==> src/rtl/cpu_pkg.sv <==
// Shared fetch-side types and constants.
// Imported by the fetch stage and its holding register.
package cpu_pkg;

  localparam logic [31:0] NOP_INS = 32'h0000_0000;
  localparam logic [31:0] PC_STEP = 32'd4;

  typedef enum logic [1:0] {
    S_REQ,
    S_WAIT,
    S_DROP
  } fetch_state_t;

  typedef struct packed {
    logic [31:0] ins;
    logic [31:0] pc;
    logic        valid;
  } if_id_t;

endpackage

==> src/rtl/fetch_stage_if.sv <==
// Instruction-memory handshake bundle.
// Single outstanding request, in-order responses.
interface fetch_stage_if;

  logic        imem_req;
  logic [31:0] imem_addr;
  logic        imem_ready;
  logic        imem_rvalid;
  logic [31:0] imem_rdata;

  modport master (
    output imem_req,
    output imem_addr,
    input  imem_ready,
    input  imem_rvalid,
    input  imem_rdata
  );

  modport slave (
    input  imem_req,
    input  imem_addr,
    output imem_ready,
    output imem_rvalid,
    output imem_rdata
  );

endinterface

==> src/rtl/fetch_hold_buf.sv <==
// One-entry {ins, pc} holding register.
// Clear beats load, load beats drain.
module fetch_hold_buf (
  input  logic        clk,
  input  logic        rst,
  input  logic        load_i,
  input  logic        drain_i,
  input  logic        clear_i,
  input  logic [31:0] ins_i,
  input  logic [31:0] pc_i,
  output logic [31:0] ins_o,
  output logic [31:0] pc_o,
  output logic        valid_o
);

  logic [31:0] ins_q;
  logic [31:0] pc_q;
  logic        valid_q;

  always_ff @(posedge clk or posedge rst) begin
    if (rst) begin
      ins_q   <= '0;
      pc_q    <= '0;
      valid_q <= 1'b0;
    end else if (clear_i) begin
      valid_q <= 1'b0;
    end else if (load_i) begin
      ins_q   <= ins_i;
      pc_q    <= pc_i;
      valid_q <= 1'b1;
    end else if (drain_i) begin
      valid_q <= 1'b0;
    end
  end

  assign ins_o   = ins_q;
  assign pc_o    = pc_q;
  assign valid_o = valid_q;

endmodule

==> src/rtl/fetch_stage.sv <==
// Instruction fetch + IF/ID register, one outstanding imem request.
// Optional stall counter enabled by defining STALL_CNT_EN.
module fetch_stage #(
  parameter logic [31:0] RESET_PC = 32'h0000_0000,
  parameter logic [31:0] PC_STEP  = cpu_pkg::PC_STEP,
  parameter logic [31:0] NOP_INS  = cpu_pkg::NOP_INS
) (
  input  logic          clk,
  input  logic          rst,
  input  logic          stall,
  input  logic          branch_taken,
  input  logic [31:0]   branch_target,
  fetch_stage_if.master imem,
  output logic [31:0]   id_ins,
  output logic [31:0]   id_pc,
`ifdef STALL_CNT_EN
  output logic [31:0]   stall_cycles,
`endif
  output logic          id_valid
);

  import cpu_pkg::*;

  fetch_state_t state_q, state_d;
  logic [31:0]  pc_q, pc_d, req_pc_q;
  if_id_t       ifid_q, ifid_d;
  logic         accept, resp;
  logic         hold_valid, hold_load, hold_drain;
  logic [31:0]  hold_ins, hold_pc;

  // A full hold buffer blocks new requests until decode drains it.
  assign imem.imem_req  = ~rst & (state_q == S_REQ) & ~hold_valid;
  assign imem.imem_addr = pc_q;

  assign accept     = imem.imem_req & imem.imem_ready;
  assign resp       = (state_q == S_WAIT) & imem.imem_rvalid;
  assign hold_load  = resp & stall & ~branch_taken;
  assign hold_drain = ~stall & hold_valid & ~branch_taken;

  always_comb begin
    state_d = state_q;
    unique case (state_q)
      S_REQ:
        if (accept)
          state_d = branch_taken ? S_DROP : S_WAIT;
      S_WAIT:
        if (branch_taken)
          state_d = imem.imem_rvalid ? S_REQ : S_DROP;
        else if (imem.imem_rvalid)
          state_d = S_REQ;
      S_DROP:
        if (imem.imem_rvalid)
          state_d = S_REQ;
      default:
        state_d = S_REQ;
    endcase
  end

  always_comb begin
    pc_d = pc_q;
    if (branch_taken)
      pc_d = branch_target;
    else if (accept)
      pc_d = pc_q + PC_STEP;
  end

  always_comb begin
    ifid_d = '{ins: NOP_INS, pc: 32'h0, valid: 1'b0};
    priority case (1'b1)
      branch_taken: ;
      stall:        ifid_d = ifid_q;
      hold_valid:   ifid_d = '{hold_ins, hold_pc, 1'b1};
      resp:         ifid_d = '{imem.imem_rdata, req_pc_q, 1'b1};
      default:      ;
    endcase
  end

  always_ff @(posedge clk or posedge rst) begin
    if (rst) begin
      state_q  <= S_REQ;
      pc_q     <= RESET_PC;
      req_pc_q <= '0;
      ifid_q   <= '{ins: NOP_INS, pc: 32'h0, valid: 1'b0};
    end else begin
      state_q <= state_d;
      pc_q    <= pc_d;
      ifid_q  <= ifid_d;
      if (accept)
        req_pc_q <= pc_q;
    end
  end

  fetch_hold_buf u_hold (
    .clk     (clk),
    .rst     (rst),
    .load_i  (hold_load),
    .drain_i (hold_drain),
    .clear_i (branch_taken),
    .ins_i   (imem.imem_rdata),
    .pc_i    (req_pc_q),
    .ins_o   (hold_ins),
    .pc_o    (hold_pc),
    .valid_o (hold_valid)
  );

  assign id_ins   = ifid_q.ins;
  assign id_pc    = ifid_q.pc;
  assign id_valid = ifid_q.valid;

`ifdef STALL_CNT_EN
  logic [31:0] stall_cnt_q;

  always_ff @(posedge clk or posedge rst) begin
    if (rst)
      stall_cnt_q <= '0;
    else if (stall & ifid_q.valid)
      stall_cnt_q <= stall_cnt_q + 32'd1;
  end

  assign stall_cycles = stall_cnt_q;
`endif

endmodule

==> src/flat_wrapper.sv <==
// flat-port wrapper written by rule: the top's interface ports become plain ports
module fetch_stage_flat import cpu_pkg::*;
#(
  parameter logic [31:0] RESET_PC = 32'h0000_0000,
  parameter logic [31:0] PC_STEP  = cpu_pkg::PC_STEP,
  parameter logic [31:0] NOP_INS  = cpu_pkg::NOP_INS
)
  (clk, rst, stall, branch_taken, branch_target, id_ins, id_pc, id_valid, imem_imem_req, imem_imem_addr, imem_imem_ready, imem_imem_rvalid, imem_imem_rdata);
  fetch_stage_if imem_i ();
  input  logic clk;
  input  logic rst;
  input  logic stall;
  input  logic branch_taken;
  input  logic [31:0] branch_target;
  output logic [31:0] id_ins;
  output logic [31:0] id_pc;
  output logic id_valid;
  output wire logic [$bits(imem_i.imem_req)-1:0] imem_imem_req;
  output wire logic [$bits(imem_i.imem_addr)-1:0] imem_imem_addr;
  input wire logic [$bits(imem_i.imem_ready)-1:0] imem_imem_ready;
  input wire logic [$bits(imem_i.imem_rvalid)-1:0] imem_imem_rvalid;
  input wire logic [$bits(imem_i.imem_rdata)-1:0] imem_imem_rdata;
  assign imem_imem_req = imem_i.imem_req;
  assign imem_imem_addr = imem_i.imem_addr;
  assign imem_i.imem_ready = imem_imem_ready;
  assign imem_i.imem_rvalid = imem_imem_rvalid;
  assign imem_i.imem_rdata = imem_imem_rdata;
  fetch_stage #(.RESET_PC(RESET_PC), .PC_STEP(PC_STEP), .NOP_INS(NOP_INS)) u_core (.clk(clk), .rst(rst), .stall(stall), .branch_taken(branch_taken), .branch_target(branch_target), .imem(imem_i), .id_ins(id_ins), .id_pc(id_pc), .id_valid(id_valid));
endmodule
==> config.mk <==
export PLATFORM = sky130hd
export DESIGN_NAME = fetch_stage_flat
export DESIGN_NICKNAME = d
export VERILOG_FILES = /design/src/rtl/cpu_pkg.sv /design/src/rtl/fetch_stage_if.sv /design/src/rtl/fetch_hold_buf.sv /design/src/rtl/fetch_stage.sv /design/src/flat_wrapper.sv
export SDC_FILE = /design/constraint.sdc
export NUM_CORES = 1
export LEC_CHECK = 0
export ABC_AREA = 1
export CAP_MARGIN = 10
export CORE_ASPECT_RATIO = 1.4
export CORE_UTILIZATION = 48
export DETAILED_ROUTE_END_ITERATION = 8
export PLACE_DENSITY_LB_ADDON = 0.3
export SYNTH_ARGS = -nofsm -noshare
export SYNTH_HDL_FRONTEND = slang
export SYNTH_SLANG_ARGS = --single-unit
export TNS_END_PERCENT = 30
==> constraint.sdc <==
create_clock -name clk -period 6.2 [get_ports clk]
set_clock_uncertainty 0.15 [all_clocks]
set_input_delay 0.62 -clock clk [delete_from_list [all_inputs] [get_ports clk]]
set_output_delay 0.62 -clock clk [all_outputs]
set_load 0.03 [all_outputs]
==> results of run 1 <==
-- logic make-up after synthesis --
logic type      after synthesis  synth area share [%]
mux                           2                 0.328
xor+xnor                      6                 0.574
buf+inv                     189                  8.95
compound gates              262                  16.3
fa+ha+maj                     1                 0.137
flops                       196                  53.6
simple gates                459                  20.2
-- cell usage after synthesis, drive strengths merged, types with 3 or more instances --
master	n	area, um^2
nand2	300	1140
nor2	109	444
a22oi	62	465
dfrtp	196	4900
xor2	5	43.8
inv	124	465
nand3	45	230
buf	34	234
o21ai	186	931
clkbuf	30	115
o211ai	3	22.5
a21oi	5	25.0
o21bai	4	30.0
-- flip-flops by register name (all words and copies together) (netlist names) --
register and count:
u_core.id_ins 32, u_core.id_pc 32, u_core.imem.imem_addr 32, u_core.req_pc_q 32, u_core.u_hold.ins_o 32, u_core.u_hold.pc_o 32
u_core.state_q 2, u_core.id_valid 1, u_core.u_hold.valid_o 1
-- final timing paths --
check                                                   endpoint  slack, ps  cells after the start
max                          u_core.u_hold.ins_o[31]$_DFFE_PP0P_       2970                      6
min                                u_core.id_ins[20]$_DFFE_PP0P_        330                      2
max reg2reg                u_core.imem.imem_addr[13]$_DFFE_PP0P_       3110                      7
min reg2reg                        u_core.id_ins[20]$_DFFE_PP0P_        330                      2
max in group asynchronous     u_core.u_hold.ins_o[0]$_DFFE_PP0P_       3930                      3
min in group asynchronous  u_core.imem.imem_addr[13]$_DFFE_PP0P_        750                      2
-- per-layer routing --
metal	part of all wire [%]	global-route usage (%)	up-vias	wire [um]
li1	-	-	3841	-
met1	45	29.6	3526	9490
met2	49	37.8	197	10200
met3	3.6	3.30	31	743
met4	2.4	8.92	0	509
met5	0	0	-	0
-- area by class of cell --
type,instances,area share [%]
Tap cell,244,2.68
Clock inverter,8,0.680
Multi-Input combinational cell,730,30.1
Inverter,125,4.19
Sequential cell,196,43.1
Clock buffer,23,4.19
Timing Repair Buffer,173,15.1
-- stage by stage --
step,utilization [%],hold WS (ps),cells
global route,61.3,346,1499
floorplan,-,303,1115
CTS,61.3,338,1499
detailed placement,58.3,322,1468
finish,61.3,331,1499
global placement,58.3,314,1468
-- worst max-delay path, cell delays in order --
cell and delay, ps:
clkdlybuf4s50_1 520, nand2_2 100, nor2_4 80, buf_4 620, nand2_4 750, mux2_4 560
-- where the power goes --
| group | internal [mW] | switching [mW] | leakage, nW |
|---|---|---|---|
| combinational | 0.365 | 0.577 | 2.35 |
| clock | 0.583 | 0.452 | 0.257 |
| sequential | 1.60 | 0.225 | 2.58 |
| total | 2.55 | 1.25 | 5.18 |
==> impl_summary.txt, run 1 <==
----------------------------------------------------
[Outcome]
  Result of the run ... finished, final reports clean

[CTS]
  Insertion delay of the later-clocked pin in the worst-skew pair ... 420 ps
  Clock transition at path regs ... 70 ps
  H-tree depth ... 4
  Clock tree root driver cell ... clkbuf_16
  Sinks on the clock net ... 196
  TritonCTS clock tree ... built
  TritonCTS Buffers ... 17
  Post-cts repair resize count ... 0
  Buffers inserted by post-CTS timing repair ... 0
  Hold buffer count at CTS ... 0
  Largest buffer count on any clock path ... 2

[Timing]
  Worst Setup Slack, final ... 2970 ps
  Hold Fails Final Rpt ... 0
  Final period util ... 52.2%
  Count of pins over their slew limit ... 0
  Slew at the pin with the worst max-slew slack ... 1170 ps
  Max frequency ... 309 MHz
  Worst slew margin relative to its limit ... 22.2%
  Total negative slack for setup checks ... 0 ps
  Unrepaired setup endpoints after global routing ... no
  Final critical-path required period ... 3230 ps
  Final setup violation count ... 0

[Critical path]
  Required arrival time at the worst endpoint ... 6350 ps
  Critical Path End Type ... register
  Critical path launch point ... imem_imem_rvalid
  Category of the most critical setup path ... in2reg
  Startpoint of the most critical register-to-register path ... u_core.u_hold.valid_o$_DFFE_PP0P_
  Kind of start point of the critical path ... input pin
  Largest fanout on the critical path ... 126
  Critical path arrival ... 3380 ps

[Finish]
  Most common cell after layout, fill and taps aside ... nand2_1
  Cell area after layout ... 11,400 um^2
  Ratio of cells with drive above 1 in the final layout ... 4.54%
  Highest-count cells in the layout ignoring fill and taps ... nand2_1 (295), dfrtp_1 (195), o21ai_0 (172)
  Layout overhead on the synthesized area ... 24.5%
  Antenna diode count ... 0
  Number of nets in the layout ... 1,314
  Filler instances ... 1,723
  Area occupied by registers ... 4910 um^2
  Area used by multi-input combinational logic ... 3440 um^2

[Die]
  Total number of placement rows ... 59
  Chip Height ... 165 um
  Core ar. ... 18,600 um^2
  Number of ports placed on the die boundary ... 168
  Initial cell density of the core ... 49.2%
  Die Span X ... 119 um
  DIE AREA ... 19,600 um^2

[Power]
  Total power of the final layout ... 3.80 mW
  Worst IR drop on VDD ... 0.179 mV
  Power per cell area ... 334 nW/um^2
  Leakage power summed over all cells ... 5.18 nW

[Synthesis]
  Seq/Total Area, Yosys ... 53.6%
  Share of flip-flops with an asynchronous set or reset ... 100%
  Number of enable flip-flop cells after synthesis ... 0
  Netlist area before placement ... 9160 um^2
  Post-synth net total ... 1,186
  Number of cells produced by synthesis ... 1,115
  Number of synthesized register bits ... 196
  Synthesis warning total ... 0
  Average cell area after synthesis ... 8.21 um^2
  Cell variety after synth ... 33
  Primary FF master, synth ... dfrtp_1

[Drt]
  Routed WL per cell ... 13.9 um
  Drt drc ... 0
  Final ANT Viol Nets ... 0
  Drt total wl ... 20.9 mm
  Detailed-routing iteration count for the pre-antenna-repair pass ... 4
  Iteration-0 DRC Markers ... 601
  Overall via count from detail_route ... 7,595
  Avg Vias per Cell ... 5.07

[Placed design]
  Final HPWL from detailed placement ... 13.8 mm
  Dpl ws ... 2570 ps
  Instance area after placement ... 10,800 um^2
  # port buffers ... 167
  Placer's final routability congestion estimate ... 0.904

[Global routing]
  Number of antenna violations at the first check in global routing ... 0
  Number of global-route vias before repair ... 7,262
  Maximum number of pins on one net before global-route repair ... 145
  Total GRT Usage ... 22.5%
  Overflow left after global routing ... 0
  Global-route wire length before repair ... 35.5 mm

[Worst hold path]
  Tightest Hold Check Type ... reg2reg
  Origin of the worst min-delay path ... u_core.id_ins[20]$_DFFE_PP0P_

[Run]
  Reported max-cap violation count ... 0

----------------------------------------------------
Power figures use the tool's default switching activity.
==> inputs of run 2 (changes only) <==
clock period = 2.75 ns   (was 6.2 ns; I/O delays follow)
==> run 2 against run 1 <==
  * Global-route usage grew 0.64 points
  * Clock power grew 130%
  * Cell count grew 0.67%
  * Critical path type is now in2out
  * Largest cell class unchanged
==> impl_summary.txt, run 2 (same netlist as run 1, synthesis figures left out) <==
----------------------------------------------------
[Global routing]
  Total GRT Usage ... 23.2%
  Number of antenna violations at the first check in global routing ... 0
  Maximum number of pins on one net before global-route repair ... 130
  Global-route wire length before repair ... 35.9 mm
  Number of global-route vias before repair ... 7,141
  Overflow left after global routing ... 0

[Die]
  Chip Height ... 165 um
  DIE AREA ... 19,600 um^2
  Total number of placement rows ... 59
  Number of ports placed on the die boundary ... 168
  Die Span X ... 119 um
  Core ar. ... 18,600 um^2
  Initial cell density of the core ... 49.2%

[Timing]
  Max frequency ... 378 MHz
  Worst Setup Slack, final ... 107 ps
  Count of pins over their slew limit ... 0
  Final setup violation count ... 0
  WHS ... 262 ps
  Unrepaired setup endpoints after global routing ... no
  Final critical-path required period ... 2640 ps
  Final period util ... 96.1%
  Slew at the pin with the worst max-slew slack ... 695 ps
  Hold Fails Final Rpt ... 0
  Worst slew margin relative to its limit ... 53.6%

[Critical path]
  Crit path max-delay cell type ... clkdlybuf4s50_1
  Critical Path End Type ... output pin
  Sequence of cells on the critical path ... dlygate4sd3_1 -> clkdlybuf4s50_1 -> nor4_1 -> clkdlybuf4s50_1
  Largest fanout on the critical path ... 3
  Kind of start point of the critical path ... input pin
  Category of the most critical setup path ... in2out
  Required arrival time at the worst endpoint ... 2330 ps
  Library cell appearing most often on the critical path ... clkdlybuf4s50_1
  Family with the most delay on the worst path ... buffers and inverters
  Critical path arrival ... 2220 ps
  Buffering stage count on the worst path with inverters included ... 3
  Worst path depth ... 4
  Worst-case reg-to-reg path depth ... 8
  Peak per-stage delay on the critical path ... 710 ps

[Drt]
  Detailed-routing iteration count for the pre-antenna-repair pass ... 5
  Final ANT Viol Nets ... 0
  Drt drc ... 0
  Iteration-0 DRC Markers ... 577
  Drt total wl ... 21.8 mm
  Routed WL per cell ... 14.4 um
  Overall via count from detail_route ... 7,744
  Avg Vias per Cell ... 5.13

[Power]
  Leakage power summed over all cells ... 5.27 nW
  Part of the power in the clock network ... 27.8%
  Relative contribution of combinational cells to total power ... 25.2%
  Switching pwr ... 2.88 mW
  Cell-internal power ... 5.84 mW
  Fraction of power spent switching nets ... 33.0%
  Share of total power in sequential cells ... 47.0%
  Worst IR drop on VDD ... 0.442 mV
  Power per cell area ... 753 nW/um^2

[Worst hold path]
  Tightest Hold Check Type ... in2reg
  Hold-critical path depth ... 3

[Placed design]
  Final HPWL from detailed placement ... 14.3 mm
  # port buffers ... 167
  Placer's final routability congestion estimate ... 0.912
  Placed Instances ... 1,475
  Dpl ws ... 463 ps
  Instance area after placement ... 11,000 um^2

[CTS]
  Insertion delay of the later-clocked pin in the worst-skew pair ... 420 ps
  Post-cts repair resize count ... 0
  Hold buffer count at CTS ... 1
  H-tree depth ... 4
  Clock transition at path regs ... 70 ps
  Largest buffer count on any clock path ... 2
  TritonCTS Buffers ... 17
  TritonCTS clock tree ... built
  Sinks on the clock net ... 196
  Buffers inserted by post-CTS timing repair ... 0
  Clock tree root driver cell ... clkbuf_16

[Finish]
  Count of placed standard cells in the final layout, fillers left out ... 1,509
  Most common cell after layout, fill and taps aside ... nand2_1
  Ratio of cells with drive above 1 in the final layout ... 5.22%
  Number of nets in the layout ... 1,323
  Post-Route Utilization ... 62.2%
  Cell area after layout ... 11,600 um^2
  Filler instances ... 1,663
  Highest-count cells in the layout ignoring fill and taps ... nand2_1 (295), dfrtp_1 (195), o21ai_0 (172)
  Layout overhead on the synthesized area ... 26.4%
  Antenna diode count ... 0

[Outcome]
  Result of the run ... finished, final reports clean

[Run]
  Reported max-cap violation count ... 0

----------------------------------------------------
run 2: changes by cell type in the layout (fill, tap and decap cells not counted), sizes merged:
cell,before,now
buf,6,14
clkbuf,23,25
clkinv,3,4
clkinvlp,5,4
dlygate4sd3,0,1
inv,124,123
run 2: worst register-to-register path: cells and delay by family (launching register included):
family | cells | cell delay, ps
AND/OR/NAND/NOR | 7 | 1030
adder cells (fa/ha/maj) | 1 | 210
flip-flops | 1 | 430
run 2: layer usage:
metal	GRT usage [%]	vias up	routed length, um
met5	0	-	0
met4	10.4	0	641
met1	30.9	3564	9650
li1	-	3863	-
met2	37.6	279	10500
met3	3.50	38	1050
run 2: worst paths after layout:
check                                                          start                                     to  slack [ps]
min in group asynchronous                                        rst  u_core.imem.imem_addr[13]$_DFFE_PP0P_         560
worst min register to register          u_core.id_pc[13]$_DFFE_PP0P_           u_core.id_pc[13]$_DFFE_PP0P_         330
worst max register to register  u_core.imem.imem_addr[2]$_DFFE_PP0P_  u_core.imem.imem_addr[16]$_DFFE_PP0P_         810
worst min-delay path                               branch_target[15]  u_core.imem.imem_addr[15]$_DFFE_PP0P_         260
max in group asynchronous                                        rst           u_core.id_pc[29]$_DFFE_PP0P_        1080
worst max-delay path                                             rst                          imem_imem_req         110
run 2: stage by stage:
stage	power, mW	setup TNS, ps
3_3_place_gp	6.23	0
4_1_cts	8.78	0
6_report	8.71	0
5_1_grt	9.28	0
2_1_floorplan	5.57	-40650
3_5_place_dp	6.32	0
run 2: layout make-up:
cell class              instances  area (um^2)  share of cell area [%]
flip-flops and latches        196         4910                    42.4
multi-input cells             730         3440                    29.7
repair buffers                182         1870                    16.2
clock buffers                  25          505                    4.37
inverters                     125          474                    4.10
well taps                     244          305                    2.64
clock inverters                 7         71.3                   0.616
run 2: power groups by stage:
stage / Combinational (mW) / Clock, mW / Sequential [mW]
after floorplan: 1.32 / 0 / 4.25
after global placement: 2.13 / 0 / 4.10
after detailed placement: 2.19 / 0 / 4.13
after CTS: 2.21 / 2.48 / 4.09
after global routing: 2.50 / 2.60 / 4.18
final: 2.19 / 2.42 / 4.09
